`config.mk`:
```
export PLATFORM = sky130hd
export DESIGN_NAME = led_status_ctrl
export DESIGN_NICKNAME = d
export VERILOG_FILES = /design/src/rtl/led_status_ctrl.sv
export SDC_FILE = /design/constraint.sdc
export NUM_CORES = 1
export LEC_CHECK = 0
export CAP_MARGIN = 20
export CELL_PAD_IN_SITES_DETAIL_PLACEMENT = 2
export CELL_PAD_IN_SITES_GLOBAL_PLACEMENT = 2
export CORE_MARGIN = 4
export CORE_UTILIZATION = 30
export DETAILED_ROUTE_END_ITERATION = 8
export MAX_ROUTING_LAYER = met4
export PLACE_DENSITY_LB_ADDON = 0.1
export SETUP_SLACK_MARGIN = 0.1
export SKIP_CTS_REPAIR_TIMING = 1
export SLEW_MARGIN = 15
export SYNTH_ARGS = -nofsm -noshare
export SYNTH_HDL_FRONTEND = slang
export SYNTH_SLANG_ARGS = --single-unit
```
`constraint.sdc`:
```
create_clock -name clk -period 2 [get_ports clk]
set_clock_uncertainty 0.05 [all_clocks]
set_input_delay 0.4 -clock clk [delete_from_list [all_inputs] [get_ports clk]]
set_output_delay 0.4 -clock clk [all_outputs]
set_load 0.005 [all_outputs]
```
`src/rtl/led_status_ctrl.sv`:
```
// led_status_ctrl: multi-channel LED status driver with per-channel pattern,
// PWM brightness and event pulse-stretch, all on a shared time base.
module led_status_ctrl #(
    parameter int unsigned N_CH          = 4,
    parameter int unsigned CLK_HZ        = 150000000,
    parameter int unsigned TICK_HZ       = 1000,
    parameter int unsigned PWM_BITS      = 4,
    parameter int unsigned STRETCH_TICKS = 50
) (
    input  logic                         clk,
    input  logic                         reset,
    input  logic [3*N_CH-1:0]            mode_i,
    input  logic [PWM_BITS*N_CH-1:0]     brightness_i,
    input  logic [N_CH-1:0]              event_i,
    output logic [N_CH-1:0]              led_o,
    output logic                         tick_o
);

    localparam int unsigned DIV     = CLK_HZ / TICK_HZ;
    localparam int unsigned PRESC_W = (DIV > 1) ? $clog2(DIV) : 1;
    localparam int unsigned STR_W   = $clog2(STRETCH_TICKS + 1);
    localparam int unsigned MS_W    = 10;

    typedef enum logic [2:0] {
        MODE_OFF     = 3'd0,
        MODE_ON      = 3'd1,
        MODE_SLOW    = 3'd2,
        MODE_FAST    = 3'd3,
        MODE_HEART   = 3'd4,
        MODE_STRETCH = 3'd5,
        MODE_ALIVE   = 3'd6,
        MODE_RSVD    = 3'd7
    } mode_e;

    logic [PRESC_W-1:0]          presc_q, presc_d;
    logic                        tick_q, tick_d;
    logic [MS_W-1:0]             ms_q, ms_d;
    logic [PWM_BITS-1:0]         pwm_q, pwm_d;
    logic [N_CH-1:0]             ev_q, ev_d;
    logic [N_CH-1:0][STR_W-1:0]  str_q, str_d;
    logic [N_CH-1:0]             led_q, led_d;
    logic [N_CH-1:0]             rise_c, pat_c, pwm_on_c;

    // Shared time base: prescaler with registered tick, ms counter, PWM ramp.
    always_comb begin
        presc_d = presc_q + PRESC_W'(1);
        tick_d  = 1'b0;
        if (presc_q == PRESC_W'(DIV - 1)) begin
            presc_d = '0;
            tick_d  = 1'b1;
        end
        ms_d  = tick_q ? (ms_q + MS_W'(1)) : ms_q;
        pwm_d = pwm_q + PWM_BITS'(1);
    end

    // Per-channel edge detect, stretch counter, pattern select and PWM gating.
    always_comb begin
        ev_d     = event_i;
        str_d    = str_q;
        rise_c   = '0;
        pat_c    = '0;
        pwm_on_c = '0;
        led_d    = '0;
        for (int unsigned ch = 0; ch < N_CH; ch++) begin
            // A fresh edge reloads the counter and wins over a same-cycle tick.
            rise_c[ch] = event_i[ch] & ~ev_q[ch];
            if (rise_c[ch]) begin
                str_d[ch] = STR_W'(STRETCH_TICKS);
            end else if (tick_q && (str_q[ch] != '0)) begin
                str_d[ch] = str_q[ch] - STR_W'(1);
            end

            case (mode_e'(mode_i[3*ch +: 3]))
                MODE_ON:      pat_c[ch] = 1'b1;
                MODE_SLOW:    pat_c[ch] = ms_q[9];
                MODE_FAST:    pat_c[ch] = ms_q[7];
                MODE_HEART:   pat_c[ch] = (ms_q[9:6] == 4'd0) || (ms_q[9:6] == 4'd3);
                MODE_STRETCH: pat_c[ch] = (str_q[ch] != '0);
                MODE_ALIVE:   pat_c[ch] = ms_q[8];
                default:      pat_c[ch] = 1'b0;
            endcase

            // All-ones brightness is full on; otherwise duty = brightness/2^PWM_BITS.
            pwm_on_c[ch] = (brightness_i[PWM_BITS*ch +: PWM_BITS] == {PWM_BITS{1'b1}}) ||
                           (pwm_q < brightness_i[PWM_BITS*ch +: PWM_BITS]);
            led_d[ch] = pat_c[ch] & pwm_on_c[ch];
        end
    end

    // State registers with synchronous active-high reset.
    always_ff @(posedge clk) begin
        if (reset) begin
            presc_q <= '0;
            tick_q  <= 1'b0;
            ms_q    <= '0;
            pwm_q   <= '0;
            ev_q    <= '0;
            str_q   <= '0;
            led_q   <= '0;
        end else begin
            presc_q <= presc_d;
            tick_q  <= tick_d;
            ms_q    <= ms_d;
            pwm_q   <= pwm_d;
            ev_q    <= ev_d;
            str_q   <= str_d;
            led_q   <= led_d;
        end
    end

    assign led_o  = led_q;
    assign tick_o = tick_q;

endmodule

```
## After elaboration in Yosys (flattened, before gate mapping)

Index checks and enable logic that the tools add are counted.

- Register bits after elaboration: 65
- Bits in latches: 0
- Memory bits (writable): 0
- Bits in read-only memories: 0
- Input port bits: 34
- Output and inout port bits: 5
- Word-level logic and storage cells: 103
- Memories kept: 0

- Add/subtract/negate cells: 7
- Multiply operators: 0
- Div/mod/pow operators: 0
- Magnitude comparators: 4
- Equality and inequality tests: 30
- Shift-type cells: 0
- Multiplexer cells: 13
- Bitwise gates (word level): 12
- Reduce and logical (&&, ||, !) cells: 23

Operators with widths:

| cell | number |
|---|---|
| 2-to-1 mux 6 bit | 8 |
| equality test 3 bit (second input constant) | 12 |
| equality test 3 x 2 -> 1 bit (second input constant) | 8 |
| one-hot mux 1 bit (6 select lines) | 4 |
| nonzero test 6 bit | 4 |
| subtractor 6 x 1 -> 6 bit (second input constant) | 4 |
| adder 18 x 1 -> 18 bit (second input constant) | 1 |
| equality test 18 bit (second input constant) | 1 |
| equality test 4 bit (second input constant) | 4 |
| less-than comparator 4 bit | 4 |
| equality test 3 x 1 -> 1 bit (second input constant) | 4 |
| adder 10 x 1 -> 10 bit (second input constant) | 1 |
| OR reduction 2 bit | 5 |
| AND 1 bit | 8 |
| nonzero test 2 bit | 4 |
| logical OR 1 bit | 5 |
| adder 4 x 1 -> 4 bit (second input constant) | 1 |
| equality test 4 x 2 -> 1 bit (second input constant) | 1 |
| logical AND 1 bit | 4 |
| logical NOT 4 bit | 1 |
| NOT 1 bit | 4 |
| 2-to-1 mux 1 bit | 1 |

## Logic depth before layout (Yosys ltp)

- Depth in word-level cells: 4
- Gate-level depth with buffers: 7
- Gate-level depth less buffers: 6

## Least setup slack after synthesis

No wires, ideal clock.

- Kind: reg2reg
- Start point: register str_q[6] (netlist bit)
- End point: register str_q[7] (netlist bit)
- Library setup time: 0.070 ns
- Arrival time: 1.730 ns
- Data required time: 1.880 ns
- Setup slack: 0.149 ns
- Stages on the path, launching flop included: 7
- Buffers on the path: 0
- Clock period less this slack: 1.851 ns
- Cells stage by stage: dfxtp_1 > inv_1 > ha_1 > or3b_1 > o31ai_1 > mux2_2 > a21oi_1

- Longest elaborated chain between the ends: 3
- Elaborated cells on any way between the ends: 6
- Classes of those cells: add/sub: 1; mux: 2; reduce/logical: 3

RTL lines:

| item | RTL line | source |
|---|---|---|
| from (decl) | 40 | `logic [N_CH-1:0][STR_W-1:0] str_q, str_d;` |
| from (signal assigned) | 106 | `str_q <= str_d;` |
| subtractor 6 x 1 -> 6 bit or nonzero test 6 bit (tied branches) | 70, 69 |  |
| 2-to-1 mux 6 bit or logical AND 1 bit (tied branches) | 69 | `end else if (tick_q && (str_q[ch] != '0)) begin` |
| 2-to-1 mux 6 bit or nonzero test 2 bit (tied branches) | n/a |  |

Several ways; a longest one is shown, not always the timed one. The select of a mux whose other input is x is not followed.
A chain may end at the register's enable or synchronous reset.

## Final worst setup path

- Start point: register str_q[7] (netlist bit)
- End point: register str_q[7] (netlist bit)

Same word-level chain as after synthesis.

==> flow_metrics.tcl <==
set metrics [dict create \
    dpl.cell_count 592 \
    drc 0 \
    diodes 0 \
    total_power_w 0.00342 \
    synth_mux_area_share_pct 2.70 \
    status "finished clean" \
    antenna_left 0 \
    yosys_most_used_dff "dfxtp_1" \
    cpPeakStageDelay_ps 380 \
    grt_pass1_wl_um 16400 \
    antenna_found_initial 0 \
    rows 38 \
    drt_iter0_drc 69 \
    fillers 1220 \
    cap_violations 0 \
    crit_path_end "str_q[7]" \
    hold_slack_ps 422 \
    ys_seq_area_share_pct 37.9 \
    reg2reg_slack_ps 110 \
    nets 518 \
    multi_input_area_mm2 0.00202 \
    synth-seq-cells 65 \
    die_h_um 115 \
    reg2reg_depth 7 \
    worstMarginPinSlew_ps 435 \
    grt_pass1_vias 3367 \
    start_util_pct 31.1 \
    synth_edf_count 0 \
    synth_xor_area_share_pct 9.70 \
    dr_wl_met2_um 4870 \
    syn_avg_cell_area_um2 8.53 \
    numCtsBuffers 9 \
    critPathSlowestCell "or3b_4" \
    crit_fanout 3 \
    synth_adder_area_share_pct 7.29 \
    p_leak_nw 1.73 \
    die_w_um 115 \
    dr_wl_met3_um 360 \
    cp-startpoint "str_q[7]" \
    final_cell_count_no_fill 608 \
    criticalPathCategory "reg -> reg" \
    ioPinCount 39 \
    drive_gt1_share_pct 11.8 \
    clockBufferDepth 2 \
    synthesis.nets 456 \
    max_freq_mhz 528 \
    netlist_area_mm2 0.00343 \
    place_congestion 0.774 \
    finalCritPeriodShare_pct 94.7 \
    htree_num_levels 3 \
    overflow 0 \
    required_ps 2210 \
    grt_max_degree 28 \
    cp-end-kind "register" \
    relSlewSlack_pct 70.5 \
    cts-root-buf "clkbuf_16" \
    synth_top_family_by_area "simple AND/OR/NAND/NOR gates" \
    firstDrtPassIters 4 \
    crit_chain "inv_2, ha_4, or3b_4, buf_6, o31ai_4, mux2_4, a21oi_2" \
    r2r-start "str_q[7]" \
    vdd_drop_max_mv 0.565 \
    dieArea_mm2 0.0132 \
    setup_violations 0 \
    power_density_mw_per_mm2 764 \
    num_vias 3095 \
    ys_warn_count 0 \
    rsz0062_at_grt "true" \
    wl_per_cell_um 15.8 \
    cts_tree "done" \
    io_buffers 38 \
    cts.clk_slew.worst_paths_ps 60 \
    min-delay-path-class "reg -> reg" \
    syn_inst 402 \
    numClockSinks 65 \
    crit_arrival_ps 2110 \
    synth_compound_area_share_pct 12.6 \
    finalCriticalPeriod_ps 1890 \
    synth-simple-area-share_pct 25.1 \
    seq_area_mm2 0.00131 \
    r2r_end "str_q[7]" \
    core_mm2 0.0110 \
    drt-total-wl_um 9620 \
    wl_met1_um 4260 \
    slew_viol_final 0 \
    top_layer "met4" \
    hold_depth 1 \
    synth_cell_type_count 48 \
    hold_viol_final 0 \
    vias_per_cell 5.09 \
    hpwlAfterDp_um 7170 \
    syn2layout_area_growth_pct 30.5 \
    startpoint_type "register" \
    clk_latency_ps 330 \
    grt_use_total_pct 16.1 \
    async_flop_share_pct 0 \
    fin_util_pct 40.6 \
]
-- worst max-delay path: cells and delay by family, from the launching register on --
kind	cells	cell delay [ps]
buffers and inverters	2	210
adder cells (fa/ha/maj)	1	130
multiplexers	1	330
AND/OR/NAND/NOR	1	380
flip-flops	1	320
AO/OA/AOI/OAI	2	400
-- power breakdown --
group | internal (W) | switching, W
combinational | 0.000202 | 0.000167
sequential | 0.00134 | 0.0000385
clock | 0.00112 | 0.000561
-- cells in the mapped netlist, types with 2 or more instances --
master	instances	area (um^2)
or2_2	3	18.8
or3_1	7	43.8
or4_1	3	22.5
o211ai_1	3	22.5
a311oi_1	3	26.3
nor4_1	9	56.3
o21bai_1	4	30.0
mux2_2	2	22.5
o31a_1	2	17.5
o311ai_0	2	17.5
nor2b_1	9	56.3
a31o_2	2	17.5
a31oi_1	3	18.8
nand3_1	13	65.1
a21boi_0	2	15.0
and3_1	6	37.5
nor3b_1	4	30.0
nand3b_1	2	15.0
dfxtp_1	65	1300
a41oi_1	3	26.3
o21ai_0	10	50.1
xnor2_1	25	219
nor2_1	63	236
inv_1	28	105
nand4_1	12	75.1
nand2b_1	11	68.8
nor3_1	11	55.1
ha_1	20	250
a211oi_1	2	15.0
buf_2	2	10.0
mux2i_1	7	70.1
clkbuf_1	4	15.0
nand2_1	9	33.8
xor2_1	13	114
a21oi_1	24	120
o31ai_1	2	15.0
-- layout by cell type (no fill, tap or decap), types with 4 or more instances in the layout --
cell type        synthesis  routed
clkdlybuf4s50_1          0      38
xnor2_1                 25      24
nand4_1                 12      12
mux2i_1                  7       7
nand2b_1                11      11
nor3b_1                  4       4
nor4_1                   9       7
xor2_1                  13      13
nand2_1                  9       9
or3_1                    7       7
o21bai_1                 4       4
nand3_1                 13      13
nor2_1                  63      63
ha_1                    20      19
and3_1                   6       6
inv_1                   28      26
clkbuf_16                0       9
a21oi_1                 24      23
dfxtp_1                 65      62
o21ai_0                 10      10
nor3_1                  11      11
nor2b_1                  9       9
buf_4                    0      19
-- metal layers --
layer | GRT usage [%] | vias to the layer above
li1 | - | 1537
met1 | 17.9 | 1509
met2 | 28.0 | 37
met3 | 4.63 | 12
met4 | 4.23 | 0
met5 | - | -
-- worst min-delay path by stage --
stage,startpoint,end,slack (ps)
6_report,presc_q[0],presc_q[0],420
5_1_grt,presc_q[0],presc_q[0],460
4_1_cts,presc_q[0],presc_q[0],430
3_5_place_dp,presc_q[0],presc_q[0],420
3_3_place_gp,presc_q[0],presc_q[0],400
2_1_floorplan,presc_q[0],presc_q[0],380
-- layout make-up --
class,instances,share of cell area (%)
clock buffer,12,5.51
clock inverter,3,1.45
inverter,28,2.35
multi-input combinational,301,45.2
sequential,65,29.2
tap,140,3.91
timing repair buffer,59,12.4
-- logic make-up (layout without fill, tap and decap cells) --
logic type,Yosys count,count (layout)
AND/OR/NAND/NOR,167,167
flip-flops,65,65
AO/OA/AOI/OAI,67,67
buffers and inverters,36,102
adder cells (fa/ha/maj),20,20
multiplexers,9,9
XOR/XNOR,38,38
-- metrics by stage --
stage | setup slack (ps) | cell area, um^2 | setup TNS [ps]
after floorplan | 149 | 3430 | 0
after global placement | -116 | 4090 | -142
after detailed placement | -154 | 4090 | -422
after CTS | -95.3 | 4400 | -95.3
after global routing | 48.1 | 4480 | 0
final | 105 | 4480 | 0
-- state kept, by name, indices dropped and copies added, names as in the netlist --
register  flops
tick_o        1
str_q        24
presc_q      18
pwm_q         4
led_o         4
ev_q          4
ms_q         10
No activity file was read; power rests on OpenSTA's default activity.
